===== src/rtl/lights_out_grid_engine.sv =====
`default_nettype none
// ============================================================================
//  Module      : lights_out_grid_engine
//  Description : Lights-Out puzzle engine. Accepts PRESS / SCRAMBLE / CLEAR
//                commands, keeps the lit-cell board, counts player moves and
//                flags solved / win / error conditions. SCRAMBLE applies a
//                fixed number of LFSR-chosen presses, one per enabled cycle.
//  Revision    : 1.0 - initial release
// ============================================================================
module lights_out_grid_engine #(
  parameter int ROWS       = 5,
  parameter int COLS       = 5,
  parameter int WRAP       = 0,
  parameter int SCRAMBLE_N = 16,
  parameter int CNT_W      = 10
) (
  input  logic                   clk,
  input  logic                   rst_n,
  input  logic                   ena,
  input  logic                   cmd_valid,
  output logic                   cmd_ready,
  input  logic [1:0]             cmd_op,
  input  logic [3:0]             cmd_row,
  input  logic [3:0]             cmd_col,
  input  logic [15:0]            cmd_seed,
  output logic [ROWS*COLS-1:0]   board,
  output logic [CNT_W-1:0]       move_count,
  output logic                   busy,
  output logic                   solved,
  output logic                   win_pulse,
  output logic                   err_pulse
);

  localparam int          C_CELLS     = ROWS * COLS;
  localparam logic [0:0]  ST_IDLE     = 1'b0;
  localparam logic [0:0]  ST_SCRAMBLE = 1'b1;
  localparam logic [15:0] C_SEED_ZERO = 16'hACE1;
  localparam logic [1:0]  C_OP_PRESS  = 2'b00;
  localparam logic [1:0]  C_OP_SCRAM  = 2'b01;
  localparam logic [1:0]  C_OP_CLEAR  = 2'b10;

  // Toggle mask for a press at (r,c). Toggles are XOR-combined so that, on a
  // torus narrower than 3 cells, neighbours landing on the same cell cancel.
  function automatic logic [C_CELLS-1:0] press_mask(input int r, input int c);
    logic [C_CELLS-1:0] m;
    int up, dn, lf, rt;
    m = '0;
    m[r*COLS+c] = 1'b1;
    if (WRAP != 0) begin
      up = (r == 0)      ? ROWS-1 : r-1;
      dn = (r == ROWS-1) ? 0      : r+1;
      lf = (c == 0)      ? COLS-1 : c-1;
      rt = (c == COLS-1) ? 0      : c+1;
      m[up*COLS+c] ^= 1'b1;
      m[dn*COLS+c] ^= 1'b1;
      m[r*COLS+lf] ^= 1'b1;
      m[r*COLS+rt] ^= 1'b1;
    end else begin
      if (r > 0)      m[(r-1)*COLS+c] = 1'b1;
      if (r < ROWS-1) m[(r+1)*COLS+c] = 1'b1;
      if (c > 0)      m[r*COLS+c-1]   = 1'b1;
      if (c < COLS-1) m[r*COLS+c+1]   = 1'b1;
    end
    return m;
  endfunction

  logic [0:0]         r_state_q,  w_state_d;
  logic [C_CELLS-1:0] r_board_q,  w_board_d;
  logic [CNT_W-1:0]   r_cnt_q,    w_cnt_d;
  logic               r_armed_q,  w_armed_d;
  logic [15:0]        r_lfsr_q,   w_lfsr_d;
  logic [7:0]         r_step_q,   w_step_d;
  logic               r_win_q,    w_win_d;
  logic               r_err_q,    w_err_d;

  logic               w_accept;
  logic               w_legal;
  int                 w_row;
  int                 w_col;
  logic [C_CELLS-1:0] w_mask;
  logic [C_CELLS-1:0] w_pressed;
  logic [15:0]        w_lfsr_step;

  assign cmd_ready   = ena && (r_state_q == ST_IDLE);
  assign w_accept    = cmd_valid && cmd_ready;
  assign w_legal     = (int'(cmd_row) < ROWS) && (int'(cmd_col) < COLS);
  assign w_lfsr_step = {r_lfsr_q[14:0],
                        r_lfsr_q[15] ^ r_lfsr_q[13] ^ r_lfsr_q[12] ^ r_lfsr_q[10]};

  // One shared mask generator: scramble uses the pre-step LFSR, otherwise the
  // command coordinates (forced to a safe cell when out of range).
  always_comb begin
    w_row = 0;
    w_col = 0;
    if (r_state_q == ST_SCRAMBLE) begin
      w_row = int'(r_lfsr_q[7:0])  % ROWS;
      w_col = int'(r_lfsr_q[15:8]) % COLS;
    end else if (w_legal) begin
      w_row = int'(cmd_row);
      w_col = int'(cmd_col);
    end
    w_mask    = press_mask(w_row, w_col);
    w_pressed = r_board_q ^ w_mask;
  end

  // Next-state decode for command acceptance and scramble stepping.
  always_comb begin
    w_state_d = r_state_q;
    w_board_d = r_board_q;
    w_cnt_d   = r_cnt_q;
    w_armed_d = r_armed_q;
    w_lfsr_d  = r_lfsr_q;
    w_step_d  = r_step_q;
    w_win_d   = 1'b0;
    w_err_d   = 1'b0;
    if (r_state_q == ST_SCRAMBLE) begin
      w_board_d = w_pressed;
      w_lfsr_d  = w_lfsr_step;
      w_step_d  = r_step_q + 8'd1;
      if (r_step_q == 8'(SCRAMBLE_N - 1)) begin
        w_state_d = ST_IDLE;
        w_armed_d = 1'b1;
      end
    end else if (w_accept) begin
      case (cmd_op)
        C_OP_PRESS: begin
          if (w_legal) begin
            w_board_d = w_pressed;
            w_cnt_d   = (r_cnt_q == '1) ? r_cnt_q : r_cnt_q + 1'b1;
            w_win_d   = r_armed_q && (w_pressed == '0);
          end else begin
            w_err_d = 1'b1;
          end
        end
        C_OP_SCRAM: begin
          w_board_d = '0;
          w_cnt_d   = '0;
          w_armed_d = 1'b0;
          w_lfsr_d  = (cmd_seed == 16'h0000) ? C_SEED_ZERO : cmd_seed;
          w_step_d  = 8'd0;
          w_state_d = ST_SCRAMBLE;
        end
        C_OP_CLEAR: begin
          w_board_d = '0;
          w_cnt_d   = '0;
          w_armed_d = 1'b0;
        end
        default: w_err_d = 1'b1;
      endcase
    end
  end

  // State registers; ena low holds everything except the one-cycle pulses.
  always_ff @(posedge clk or negedge rst_n) begin
    if (!rst_n) begin
      r_state_q <= ST_IDLE;
      r_board_q <= '0;
      r_cnt_q   <= '0;
      r_armed_q <= 1'b0;
      r_lfsr_q  <= C_SEED_ZERO;
      r_step_q  <= 8'd0;
      r_win_q   <= 1'b0;
      r_err_q   <= 1'b0;
    end else if (ena) begin
      r_state_q <= w_state_d;
      r_board_q <= w_board_d;
      r_cnt_q   <= w_cnt_d;
      r_armed_q <= w_armed_d;
      r_lfsr_q  <= w_lfsr_d;
      r_step_q  <= w_step_d;
      r_win_q   <= w_win_d;
      r_err_q   <= w_err_d;
    end else begin
      r_win_q <= 1'b0;
      r_err_q <= 1'b0;
    end
  end

  assign board      = r_board_q;
  assign move_count = r_cnt_q;
  assign busy       = (r_state_q == ST_SCRAMBLE);
  assign solved     = r_armed_q && (r_state_q == ST_IDLE) && (r_board_q == '0);
  assign win_pulse  = r_win_q && ena;
  assign err_pulse  = r_err_q && ena;

endmodule
`default_nettype wire


===== config.mk =====
export PLATFORM = sky130hd
export DESIGN_NAME = lights_out_grid_engine
export DESIGN_NICKNAME = d
export VERILOG_FILES = /design/src/rtl/lights_out_grid_engine.sv
export SDC_FILE = /design/constraint.sdc
export NUM_CORES = 1
export LEC_CHECK = 0
export CAP_MARGIN = 20
export CORE_UTILIZATION = 50
export DETAILED_ROUTE_END_ITERATION = 12
export PLACE_DENSITY = 0.65
export SYNTH_ARGS = -nofsm -noshare
export SYNTH_HDL_FRONTEND = slang
export SYNTH_SLANG_ARGS = --single-unit

===== constraint.sdc =====
create_clock -name clk -period 15.4 [get_ports clk]
set_clock_uncertainty 0.2 [all_clocks]
set_input_delay 1.54 -clock clk [delete_from_list [all_inputs] [get_ports clk]]
set_output_delay 1.54 -clock clk [all_outputs]
set_load 0.1 [all_outputs]

==> out/metrics.csv <==
stage,metric,value,unit
die,start_util,50.61,%
routing,vias,20880,
critical_path,critPathMaxFanout,23,
global_route,overflow,0,
yosys,syn_nets,3078,
routing,drt_first_pass_iters,7,
sta,finalSetupViolCount,0,
die,die_area,40930,µm²
critical_path,crit_buf_inv,8,
global_route,track_usage,31.74,%
place,post-dp-hpwl,54190,µm
critical_path,path_depth,56,
sta,worstMarginPinSlew,1128,ps
die,rows,73,
yosys,syn-cell-area,20060,µm²
yosys,synth_edf_count,0,
cells_and_area,syn2layout_area_growth,6.898,%
yosys,syn_avg_cell_area,7.269,µm²
clocking,clkSinkCount,63,
place,gp_congestion,0.9883,
global_route,antenna_found_initial,0,
yosys,seq_area_frac_synth,7.908,%
yosys,synth_fa_ha_area_share,21.27,%
place,portBuffers,69,
yosys,ys_types,122,
hold_path,worstHoldPathType,reg2reg,
routing,vias_per_cell,6.354,
yosys,synthCells,2760,
cells_and_area,drive_gt1_share,6.012,%
clocking,cts.path.max_buffers,2,
routing,routed_wl,66570,µm
critical_path,cp.required,15440,ps
yosys,yosys_most_used_dff,dfrtp_1,
cells_and_area,area.sequential,1595,µm²
clocking,cts_tree,done,
die,core_area,39640,µm²
global_route,grt_max_degree,64,
global_route,grt_pass1_vias,19430,
routing,routedWlPerCell,20.26,µm
routing,ant_nets,0,
routing,drc,0,
sta,timing.final.crit_share,94.73,%
yosys,muxShareOfSynthArea,1.547,%
die,die_height,202.3,µm
cells_and_area,antenna_cells,0,
sta,maxSlewViolCount,0,
sta,fmax,68.55,MHz
die,io_pins,70,
cells_and_area,nFillCells,3956,
yosys,synth_top_family_by_area,compound AO/OA/AOI/OAI gates,
yosys,yosys_register_bits,63,
yosys,yosys_warnings,0,
global_route,grt_pass1_wl,105600,µm
yosys,synth_simple_gate_area_share,23.94,%
clocking,cts_buffers,9,
yosys,yosys.area_share.xor_xnor,5.239,%
critical_path,worstPathArrival,14620,ps
critical_path,criticalPathCategory,reg2reg,
cells_and_area,multi_input_area,16400,µm²
die,die_w,202.3,µm
yosys,async_reset_ff_share,100.0,%
critical_path,end_kind,flip-flop,
yosys,synth_compound_area_share,29.42,%
job,drv_cap,0,
critical_path,reg2reg_depth,56,
clocking,cts-root-buf,clkbuf_16,
clocking,cts_max_level,3,
sta,period_needed,14590,ps
critical_path,critPathTopFamily,compound AO/OA/AOI/OAI gates,
critical_path,cp-start-kind,flip-flop,
hold_path,hold_depth,1,
critical_path,critical_path.max_stage_delay,750,ps
sta,slew_headroom,23.99,%
clocking,clkLatencyLatePin,340,ps
outcome,status,finished clean,
cells_and_area,nNetsFinal,3074,
sta,rsz0062_at_grt,no,
critical_path,cp_slowest_cell,dfstp_4,
routing,drtIter0Drc,1867,
clocking,clk_pin_slew,60,ps
sta,hold_violations,0,
sta,setup_tns,0,ps
sequential cells by signal, indices dropped and copies added, names as in the netlist:
register,flops
r_lfsr_q,16
r_step_q,8
r_err_q,1
r_armed_q,1
board,25
busy,1
r_win_q,1
move_count,10
path summary, 6_finish.rpt:
path                        startpoint           to  slack [ps]
min in group asynchronous        rst_n     board[6]        1180
max reg2reg                r_lfsr_q[6]      r_win_q         810
min reg2reg                r_step_q[0]  r_step_q[0]         340
max in group asynchronous        rst_n         busy       13220
min                        r_step_q[0]  r_step_q[0]         340
max                        r_lfsr_q[6]      r_win_q         810
layout by cell type (no fill, tap or decap), types with 36 or more instances in the layout:
master           netlist  layout
a21o_1                42      42
nand3_1               70      70
dfrtp_1               55      54
a21oi_1              129     127
o21ai_0              150     150
xnor2_1               78      78
nor3_1               102     101
nor2_1               203     201
nand2_1              194     194
fa_1                  87      87
a211oi_1              37      36
ha_1                 201     200
xor2_1                42      42
inv_1                412     411
clkdlybuf4s50_1        0      68
buf_4                  9      36
nor4_1                43      43
metrics by stage:
step | utilization (%) | hold slack, ps | cell area [µm²] | std cells | setup WS, ps
floorplan | - | 285.7 | 20060 | 2760 | 2320
global placement | 53.18 | 325.9 | 21080 | 3268 | 915.9
detailed placement | 53.18 | 340.7 | 21080 | 3268 | 572.8
CTS | 53.90 | 343.6 | 21370 | 3284 | 521.6
global route | 54.10 | 366.5 | 21450 | 3286 | 15.86
finish | 54.10 | 335.8 | 21450 | 3286 | 811.6
synth_stat cells, drive strengths merged, types with 18 or more instances:
cell / number / area, µm²
a2111oi: 21 / 207.7
a211oi: 39 / 302.8
a21boi: 27 / 206.5
a21o: 43 / 330.3
a21oi: 130 / 654.4
a22o: 19 / 166.4
a31oi: 33 / 212.7
and2: 34 / 212.7
and3: 27 / 168.9
buf: 48 / 311.6
clkbuf: 72 / 270.3
dfrtp: 55 / 1376
fa: 87 / 1742
ha: 201 / 2515
inv: 414 / 1554
mux2i: 22 / 220.2
nand2: 194 / 728.2
nand2b: 34 / 212.7
nand3: 70 / 350.3
nand4: 31 / 193.9
nor2: 203 / 762.0
nor2b: 32 / 207.7
nor3: 106 / 563.0
nor3b: 18 / 140.1
nor4: 49 / 344.1
o211ai: 36 / 285.3
o21a: 28 / 210.2
o21ai: 166 / 842.1
o21bai: 18 / 135.1
o22ai: 22 / 143.9
o31ai: 19 / 161.4
o32ai: 23 / 231.5
or2: 23 / 143.9
or3: 27 / 168.9
xnor2: 78 / 683.2
xor2: 42 / 367.9
what timing repair did:
action / 4_1_cts / 5_1_grt
setup endpoints to repair: 0 / 10
resized for setup: 0 / 17
hold buffers: 0 / 0
buffers inserted: 0 / 2
logic make-up (layout without fill, tap and decap cells):
family / Yosys count / in the layout
flip-flops: 63 / 63
XOR/XNOR: 120 / 120
multiplexers: 30 / 30
buffers and inverters: 534 / 535
adder cells (fa/ha/maj): 289 / 289
AND/OR/NAND/NOR: 914 / 914
AO/OA/AOI/OAI: 809 / 809
other: 1 / 1
cell type report:
cell class / count / area share, %
clock buffers: 10 / 1.114
flip-flops and latches: 63 / 7.439
well taps: 525 / 3.063
clock inverters: 6 / 0.2100
multi-input cells: 2163 / 76.47
inverters: 414 / 7.246
repair buffers: 105 / 4.457
metal layers:
layer	routed length (µm)	up-vias	GRT usage, %	part of all wire [%]
li1	-	9981	-	-
met1	30770	9966	45.15	46
met2	29820	804	50.84	45
met3	4471	127	4.128	6.7
met4	1508	0	7.009	2.3
met5	0	-	0	0
Power is left out: the tool's default activity adds up to more than one toggle a clock period on the data nets, which glitch-free logic cannot reach.
